===== src/rtl/serial_load_ctrl_pkg.sv =====
// Shared definitions for the serial load controller: default word width and state encoding.
package serial_load_ctrl_pkg;

   localparam int unsigned DEF_WIDTH = 7;

   localparam logic [1:0] ST_IDLE    = 2'd0;
   localparam logic [1:0] ST_SHIFT   = 2'd1;
   localparam logic [1:0] ST_CAPTURE = 2'd2;

   typedef enum logic [1:0] {
      S_IDLE    = ST_IDLE,
      S_SHIFT   = ST_SHIFT,
      S_CAPTURE = ST_CAPTURE,
      S_UNUSED  = 2'd3
   } state_t;

endpackage


===== src/rtl/serial_load_ctrl.sv =====
// Sequencer that serializes a parallel word LSB-first into a SIPO shift register,
// then captures the register's parallel output and checks it against the word sent.
module serial_load_ctrl
   import serial_load_ctrl_pkg::*;
#(
   parameter int unsigned WIDTH    = DEF_WIDTH,
   parameter logic        IDLE_BIT = 1'b0
)
(
   input  logic             clk,
   input  logic             reset,
   input  logic             load_valid,
   input  logic [WIDTH-1:0] load_data,
   output logic             load_ready,
   output logic             ser_out,
   input  logic [WIDTH-1:0] par_in,
   output logic [WIDTH-1:0] held,
   output logic             done,
   output logic             busy,
   output logic             err
);

   localparam int unsigned      CNT_W    = (WIDTH > 2) ? $clog2(WIDTH) : 1;
   localparam logic [CNT_W-1:0] CNT_LAST = CNT_W'(WIDTH - 1);

   state_t           r_state;
   state_t           w_state_nxt;

   logic [WIDTH-1:0] r_shreg;
   logic [WIDTH-1:0] r_sent;
   logic [CNT_W-1:0] r_cnt;
   logic [WIDTH-1:0] r_held;
   logic             r_done;
   logic             r_err;
   logic             r_ready;
   logic             r_ser;
   logic             r_busy;

   logic [WIDTH-1:0] w_shreg_nxt;
   logic [WIDTH-1:0] w_sent_nxt;
   logic [CNT_W-1:0] w_cnt_nxt;
   logic [WIDTH-1:0] w_held_nxt;
   logic             w_done_nxt;
   logic             w_err_nxt;

   // Next-state and next-datapath values; accept only happens in IDLE or CAPTURE.
   always_comb begin
      w_state_nxt = r_state;
      w_shreg_nxt = r_shreg;
      w_sent_nxt  = r_sent;
      w_cnt_nxt   = r_cnt;
      w_held_nxt  = r_held;
      w_done_nxt  = 1'b0;
      w_err_nxt   = r_err;

      case (r_state)
         S_IDLE: begin
            if (load_valid) begin
               w_shreg_nxt = load_data;
               w_sent_nxt  = load_data;
               w_cnt_nxt   = '0;
               w_state_nxt = S_SHIFT;
            end
         end
         S_SHIFT: begin
            w_shreg_nxt = r_shreg >> 1;
            w_cnt_nxt   = r_cnt + CNT_W'(1);
            if (r_cnt == CNT_LAST) begin
               w_state_nxt = S_CAPTURE;
            end
         end
         S_CAPTURE: begin
            // par_in still holds the finished word; a new first bit only lands next edge
            w_held_nxt = par_in;
            w_done_nxt = 1'b1;
            w_err_nxt  = r_err | (par_in != r_sent);
            if (load_valid) begin
               w_shreg_nxt = load_data;
               w_sent_nxt  = load_data;
               w_cnt_nxt   = '0;
               w_state_nxt = S_SHIFT;
            end else begin
               w_state_nxt = S_IDLE;
            end
         end
         default: begin
            w_state_nxt = S_IDLE;
         end
      endcase
   end

   // State register.
   always_ff @(posedge clk or posedge reset) begin
      if (reset) begin
         r_state <= S_IDLE;
      end else begin
         r_state <= w_state_nxt;
      end
   end

   // Datapath and registered outputs, derived from the upcoming state so they align with it.
   always_ff @(posedge clk or posedge reset) begin
      if (reset) begin
         r_shreg <= '0;
         r_sent  <= '0;
         r_cnt   <= '0;
         r_held  <= '0;
         r_done  <= 1'b0;
         r_err   <= 1'b0;
         r_ready <= 1'b1;
         r_ser   <= IDLE_BIT;
         r_busy  <= 1'b0;
      end else begin
         r_shreg <= w_shreg_nxt;
         r_sent  <= w_sent_nxt;
         r_cnt   <= w_cnt_nxt;
         r_held  <= w_held_nxt;
         r_done  <= w_done_nxt;
         r_err   <= w_err_nxt;
         r_ready <= (w_state_nxt != S_SHIFT);
         r_busy  <= (w_state_nxt == S_SHIFT) || (w_state_nxt == S_CAPTURE);
         r_ser   <= (w_state_nxt == S_SHIFT) ? w_shreg_nxt[0] : IDLE_BIT;
      end
   end

   assign load_ready = r_ready;
   assign ser_out    = r_ser;
   assign held       = r_held;
   assign done       = r_done;
   assign busy       = r_busy;
   assign err        = r_err;

endmodule


===== config.mk =====
export PLATFORM = sky130hd
export DESIGN_NAME = serial_load_ctrl
export DESIGN_NICKNAME = d
export VERILOG_FILES = /design/src/rtl/serial_load_ctrl_pkg.sv /design/src/rtl/serial_load_ctrl.sv
export SDC_FILE = /design/constraint.sdc
export NUM_CORES = 1
export LEC_CHECK = 0
export CAP_MARGIN = 20
export CORE_MARGIN = 4
export CORE_UTILIZATION = 33
export CTS_CLUSTER_SIZE = 10
export DETAILED_ROUTE_END_ITERATION = 10
export HOLD_SLACK_MARGIN = 0.06
export PLACE_DENSITY = 0.64
export SKIP_CTS_REPAIR_TIMING = 1
export SYNTH_ARGS = -nofsm -noshare
export SYNTH_HDL_FRONTEND = slang
export SYNTH_SLANG_ARGS = --single-unit

===== constraint.sdc =====
create_clock -name clk -period 1.75 [get_ports clk]
set_clock_uncertainty 0.15 [all_clocks]
set_input_delay 0.2625 -clock clk [delete_from_list [all_inputs] [get_ports clk]]
set_output_delay 0.2625 -clock clk [all_outputs]
set_load 0.1 [all_outputs]

# Word-level counts from Yosys, hierarchy flattened

Cells that the tools add are included.

Flip-flop bits (word level): 31
Bits of input ports: 17
Output and inout bits: 12
Logic and storage cells: 37

Add/sub/neg operators: 1
Equal/unequal tests: 8
Multiplexer cells: 10
Bitwise operators: 1
Reductions and logical operators: 6

Operator list:

| kind                                          | count |
|---|---|
| one-hot mux 7 bit (2 select lines)            | 1 |
| two-way mux 7 bit                             | 1 |
| != test 7 bit                                 | 1 |
| one-hot mux 2 bit (3 select lines)            | 1 |
| one-hot mux 3 bit (2 select lines)            | 1 |
| == test 2 x 1 -> 1 bit, second input constant | 2 |
| == test 2 bit, second input constant          | 2 |
| two-way mux 2 bit                             | 2 |
| != test 2 x 1 -> 1 bit, second input constant | 2 |
| AND reduction 2 bit                           | 2 |
| adder 3 x 1 -> 3 bit, second input constant   | 1 |
| == test 3 bit, second input constant          | 1 |
| two-way mux 1 bit                             | 3 |
| two-way mux 3 bit                             | 1 |
| logical NOT 2 bit                             | 1 |
| nonzero test 2 bit                            | 1 |
| OR reduction 2 bit                            | 1 |
| logical OR 1 bit                              | 1 |
| bitwise OR 1 bit                              | 1 |

# Depth between registers and ports, before layout

Gate-level depths: netlist of the first run.

Depth in word-level cells: 5
Gate-level depth with buffers: 6
Depth with buffers taken out: 5

# Worst setup path before layout of the first run

OpenSTA, ideal clock, no wires.

Path type: flip-flop to flip-flop
Start: reg r_err (netlist: err)
End: reg r_err (netlist: err)
Library setup time: 0.131 ns
Arrival time: 1.186 ns
Data required time: 1.469 ns
Path slack: 0.282 ns
Stages on the path, launching flop included: 3
Path buffers: 0
Period minus slack after synthesis: 1.468 ns
Path through: dfrtp_1 nor4_1 a21oi_1

Word-level cells in the longest chain between the ends: 1

Ends and longest elaborated chain:

| item                     | RTL line                | text |
|---|---|---|
| start: declaration       | serial_load_ctrl.sv:34  | `logic r_err;` |
| start signal: assignment | serial_load_ctrl.sv:119 | `r_err <= w_err_nxt;` |
| bitwise OR 1 bit         | serial_load_ctrl.sv:76  | `w_err_nxt = r_err \| (par_in != r_sent);` |

No other way between the ends.
A chain may end at the register's enable or synchronous reset.

# Worst setup path after layout of the first run

Start: reg r_ready (netlist: load_ready)
End: out load_ready

RTL lines:

| item                     | RTL line                | text |
|---|---|---|
| start: declaration       | serial_load_ctrl.sv:35  | `logic r_ready;` |
| start signal: assignment | serial_load_ctrl.sv:120 | `r_ready <= (w_state_nxt != S_SHIFT);` |
| end: declaration         | serial_load_ctrl.sv:14  | `output logic load_ready,` |

No word-level cell between the ends.

==> impl_metrics.py, run 1 <==
metrics = {
    "worst_setup_path": {
        "path_cells": "buf_12",
        "critPathMaxFanout": 1,
        "crit_path_start_kind": "flop",
        "max_stage_delay_ns": 0.55,
        "worstPathArrival_ns": 0.99,
        "worstSetupPathType": "flop to output pin",
        "crit_path_end_kind": "output pin",
        "worst-endpoint-required_ns": 1.34,
        "cpMaxStageDelayCell": "dfstp_2",
        "crit_family": "flip-flops",
        "critPathBufInv": 1,
    },
    "run_status": {
        "status": "complete, no violations",
    },
    "layout": {
        "mostFrequentLayoutCell": "nand2_1",
        "fillers": 345,
        "final_cell_mix": "nand2_1 (44), dfrtp_1 (29), clkdlybuf4s50_1 (16), buf_12 (13)",
        "syn2layout_area_growth_pct": 42.1,
        "multi_input_area_um2": 523,
        "design_area_um2": 1920,
        "finalNetCount": 187,
        "diodes": 0,
        "drive_above_1_share": 0.178,
        "final-seq-area_um2": 752,
    },
    "drt": {
        "wl_per_cell_um": 12.7,
        "ant_nets": 0,
        "dr.pass1.iters": 4,
        "route.vias.total": 1014,
        "drc": 0,
        "drtIter0Drc": 44,
        "vias_per_cell": 4.67,
        "routed_wl_um": 2750,
    },
    "floorplan": {
        "die_x_um": 71.9,
        "die_y_um": 71.9,
        "rows": 22,
        "ios": 29,
        "start_util": 0.355,
        "die-area_um2": 5170,
        "core_area_um2": 3800,
    },
    "global_route": {
        "grt-busiest-layer": "met2",
        "gr-usage-all-layers": 0.126,
        "met2_usage": 0.201,
        "grt_pass1_wl_um": 4960,
        "grt_pass1_vias": 1067,
        "grt_util_met3": 0.0443,
        "globalRouteOverflowTotal": 0,
        "antenna_found_initial": 0,
        "grt_max_degree": 31,
        "met1_usage": 0.149,
    },
    "power": {
        "power.total_uw": 3900,
        "p_leak_uw": 0.000886,
        "combinationalPowerShare": 0.503,
        "p_sw_uw": 1740,
        "ir_drop_uv": 918,
        "p_seq_frac": 0.333,
        "intPower_uw": 2160,
        "clkPwrFrac": 0.165,
        "sw_frac_of_total": 0.447,
        "power.density_nw_per_um2": 2030,
    },
    "hold_path": {
        "hp-class": "input port to asynchronous set/reset pin",
    },
    "timing": {
        "setup_ws_ns": 0.343,
        "setup_viol": 0,
        "finalHoldViolations": 0,
        "min_period_ns": 1.41,
        "tightest_slew_ns": 0.416,
        "slew-limit-headroom": 0.723,
        "finalMaxSlewViolations": 0,
        "rsz0062_at_grt": "no",
        "holdWs_ns": 0.176,
        "period_share": 0.804,
        "finalSetupTns_ns": 0,
        "fmax_mhz": 711,
    },
    "clock_network": {
        "cts_made_buffers": 5,
        "cts.sinks": 30,
        "clk_path_buf_depth": 2,
        "h-tree-depth": 2,
        "clk_pin_slew_ns": 0.06,
        "clk_latency_ns": 0.28,
        "cts_tree": "built",
        "cts_root_buf": "clkbuf_8",
    },
    "place": {
        "place_area_um2": 1810,
        "place.gp.congestion": 0.789,
        "dpl_worst_slack_ns": 0.0910,
        "port-buffer-count": 28,
        "dp_hpwl_um": 2130,
    },
    "synth": {
        "ys_seq_area_frac": 0.558,
        "netlist_area_um2": 1350,
        "syn_nets": 154,
        "synth_cell_types": 25,
        "avgSynthCellArea_um2": 9.99,
        "yosysWarnings": 0,
        "syn_inst": 135,
        "synth-seq-cells": 30,
    },
    "flow_run": {
        "drv_cap": 0,
    },
}
[final timing paths]
path,slack [ns],from,end,cells after the start
worst max-delay path,0.34,load_ready,load_ready,1
worst min-delay path,0.18,reset,r_sent[6],3
worst max register to register,0.37,r_state[0],r_cnt[0],5
worst min register to register,0.34,r_cnt[2],r_cnt[2],1
max in group asynchronous,1.04,reset,load_ready,3
min in group clk,0.34,r_cnt[2],r_cnt[2],1
[state kept, by name, indices dropped and copies added (netlist names)]
signal      flops
err             1
load_ready      1
r_sent          7
r_state         2
r_cnt           3
r_shreg         6
done            1
busy            1
held            7
ser_out         1
[metal layers]
layer	up-vias	share of wire
met3	6	0.070
li1	497	-
met2	34	0.48
met5	-	0
met1	477	0.44
met4	0	0.015
[cell usage after synthesis, drive strengths merged]
library cell	count	area share
buf	7	0.039
nor4	2	0.0093
dfstp	1	0.019
nand2	44	0.12
o21ai	1	0.0037
xor2	7	0.045
a22o	1	0.0065
nand3b	1	0.0056
inv	5	0.016
nand2b	3	0.014
ha	2	0.019
o2bb2ai	1	0.0065
nor2	4	0.017
a211oi	5	0.028
nor2b	7	0.034
a21oi	9	0.036
dfrtp	29	0.54
mux2i	5	0.037
nand3	1	0.0037
[power groups by stage]
stage | registers (uW) | logic, uW | clock network (uW)
floorplan | 1960 | 612 | 0
global placement | 1290 | 1950 | 0
detailed placement | 1310 | 1980 | 0
CTS | 1300 | 1980 | 661
global route | 1340 | 2090 | 706
finish | 1300 | 1960 | 642
[kinds of logic after synthesis]
| kind of cell | count (synthesis) | synth area share |
|---|---|---|
| muxes | 5 | 0.0371 |
| buffers and inverters | 12 | 0.0547 |
| DFF | 30 | 0.558 |
| and+or+nand+nor | 62 | 0.206 |
| xor gates and xnor gates | 7 | 0.0455 |
| AOI/OAI and AO/OA | 17 | 0.0807 |
| adders and majority gates | 2 | 0.0185 |
[area by class of cell]
type	count	share of cell area
clock buffers	8	0.0574
inverters	5	0.0111
multi-input cells	93	0.273
flip-flops and latches	30	0.392
well taps	48	0.0313
repair buffers	33	0.235
[stage by stage]
| step | std cells | utilization |
|---|---|---|
| floorplan | 135 | - |
| global placement | 209 | 0.476 |
| detailed placement | 209 | 0.476 |
| CTS | 217 | 0.505 |
| global route | 217 | 0.505 |
| finish | 217 | 0.505 |
Power figures use the tool's default switching activity.
==> inputs of run 2 (changes only) <==
Clock period 1.75 ns to 1.5 ns, I/O delays scaled along.
==> run 2 against run 1 <==
  * Hold slack got worse by 0.034 ns
  * Sequential power rose by 14%
  * Sequential cell count did not move
  * Critical path depth did not move
  * Power rose by 16%
  * Global-route usage fell by 0.14 points
==> impl_metrics.py, run 2 (same netlist as run 1, synthesis figures left out) <==
metrics = {
    "run_status": {
        "status": "complete, no violations",
    },
    "timing": {
        "min_period_ns": 1.35,
        "setup_viol": 0,
        "finalSetupTns_ns": 0,
        "slew-limit-headroom": 0.823,
        "finalMaxSlewViolations": 0,
        "period_share": 0.903,
        "tightest_slew_ns": 0.264,
        "fmax_mhz": 738,
        "finalHoldViolations": 0,
        "rsz0062_at_grt": "no",
    },
    "power": {
        "clkPwrFrac": 0.143,
        "p_sw_uw": 2050,
        "intPower_uw": 2460,
        "p_seq_frac": 0.329,
        "combinationalPowerShare": 0.527,
        "p_leak_uw": 0.000892,
        "sw_frac_of_total": 0.455,
        "ir_drop_uv": 1260,
        "power.density_nw_per_um2": 2340,
    },
    "layout": {
        "drive_above_1_share": 0.186,
        "final_util": 0.506,
        "final_cell_mix": "nand2_1 (44), dfrtp_1 (29), clkdlybuf4s50_1 (16), buf_12 (13), a21oi_1 (8)",
        "mostFrequentLayoutCell": "nand2_1",
        "finalNetCount": 190,
        "syn2layout_area_growth_pct": 42.4,
        "diodes": 0,
    },
    "drt": {
        "dr.pass1.iters": 5,
        "route.vias.total": 1036,
        "vias_per_cell": 4.71,
        "wl_per_cell_um": 12.8,
        "drc": 0,
        "routed_wl_um": 2810,
        "ant_nets": 0,
        "drtIter0Drc": 23,
    },
    "floorplan": {
        "core_area_um2": 3800,
        "die_y_um": 71.9,
        "die-area_um2": 5170,
        "die_x_um": 71.9,
        "rows": 22,
        "ios": 29,
        "start_util": 0.355,
    },
    "clock_network": {
        "clk_latency_ns": 0.27,
        "cts_root_buf": "clkbuf_8",
        "cts.sinks": 30,
        "clk_path_buf_depth": 2,
        "cts_made_buffers": 5,
        "cts_tree": "built",
        "clk_pin_slew_ns": 0.06,
        "h-tree-depth": 2,
    },
    "worst_setup_path": {
        "crit_path_end_kind": "output pin",
        "reg2reg_from": "r_state[0]",
        "reg2regPathDepth": 4,
        "cpMaxStageDelayCell": "dfstp_2",
        "worstPathArrival_ns": 0.98,
        "path_cells": "buf_12",
        "critPathBufInv": 1,
        "crit_path_start_kind": "flop",
        "worst-endpoint-required_ns": 1.12,
        "max_stage_delay_ns": 0.54,
        "r2r_slack_ns": 0.18,
        "crit_family": "flip-flops",
        "worstSetupPathType": "flop to output pin",
        "critPathMaxFanout": 1,
        "reg2reg_to": "r_shreg[6]",
    },
    "hold_path": {
        "hp-class": "input port to asynchronous set/reset pin",
    },
    "place": {
        "port-buffer-count": 28,
        "place.gp.congestion": 0.828,
        "dp_hpwl_um": 2170,
    },
    "global_route": {
        "antenna_found_initial": 0,
        "grt_pass1_wl_um": 4910,
        "globalRouteOverflowTotal": 0,
        "grt_pass1_vias": 1077,
        "gr-usage-all-layers": 0.125,
        "grt_max_degree": 31,
    },
    "flow_run": {
        "drv_cap": 0,
    },
}
-- run 2: worst max-delay path by stage --
stage / from / to / slack, ns / depth (start not counted)
floorplan: err / err / 0.03 / 2
global placement: load_valid / r_shreg[6] / -0.02 / 5
detailed placement: load_valid / r_shreg[5] / -0.07 / 5
CTS: load_ready / load_ready / 0.13 / 1
global route: load_ready / load_ready / 0.11 / 1
finish: load_ready / load_ready / 0.15 / 1
-- run 2: power groups by stage --
| stage | registers (uW) | clock network (uW) | logic [uW] |
|---|---|---|---|
| finish | 1480 | 645 | 2370 |
| global route | 1540 | 717 | 2530 |
| CTS | 1490 | 672 | 2400 |
| detailed placement | 1500 | 0 | 2390 |
| global placement | 1480 | 0 | 2350 |
| floorplan | 2290 | 0 | 713 |
-- run 2: metrics by stage --
| stage | hold WS [ns] | setup WS (ns) | total power, uW | instances | area (um2) |
|---|---|---|---|---|---|
| 2_1_floorplan | 0.165 | 0.0323 | 3010 | 135 | 1350 |
| 3_3_place_gp | 0.333 | -0.0160 | 3830 | 212 | 1830 |
| 3_5_place_dp | 0.343 | -0.0700 | 3890 | 212 | 1830 |
| 4_1_cts | 0.141 | 0.129 | 4560 | 220 | 1920 |
| 5_1_grt | 0.158 | 0.110 | 4780 | 220 | 1920 |
| 6_report | 0.142 | 0.145 | 4500 | 220 | 1920 |
-- run 2: area by class of cell --
class | count | area (um2)
multi-input cells | 93 | 523
fillers | 350 | 1880
inverters | 5 | 21.3
clock buffers | 7 | 86.3
repair buffers | 36 | 473
flip-flops and latches | 30 | 752
clock inverters | 1 | 5.00
well taps | 48 | 60.1
-- run 2: metal layers --
metal / routed length [um] / track usage
met1: 1200 / 0.143
met2: 1340 / 0.204
met3: 237 / 0.0554
met4: 29 / 0.0501
met5: 0 / 0
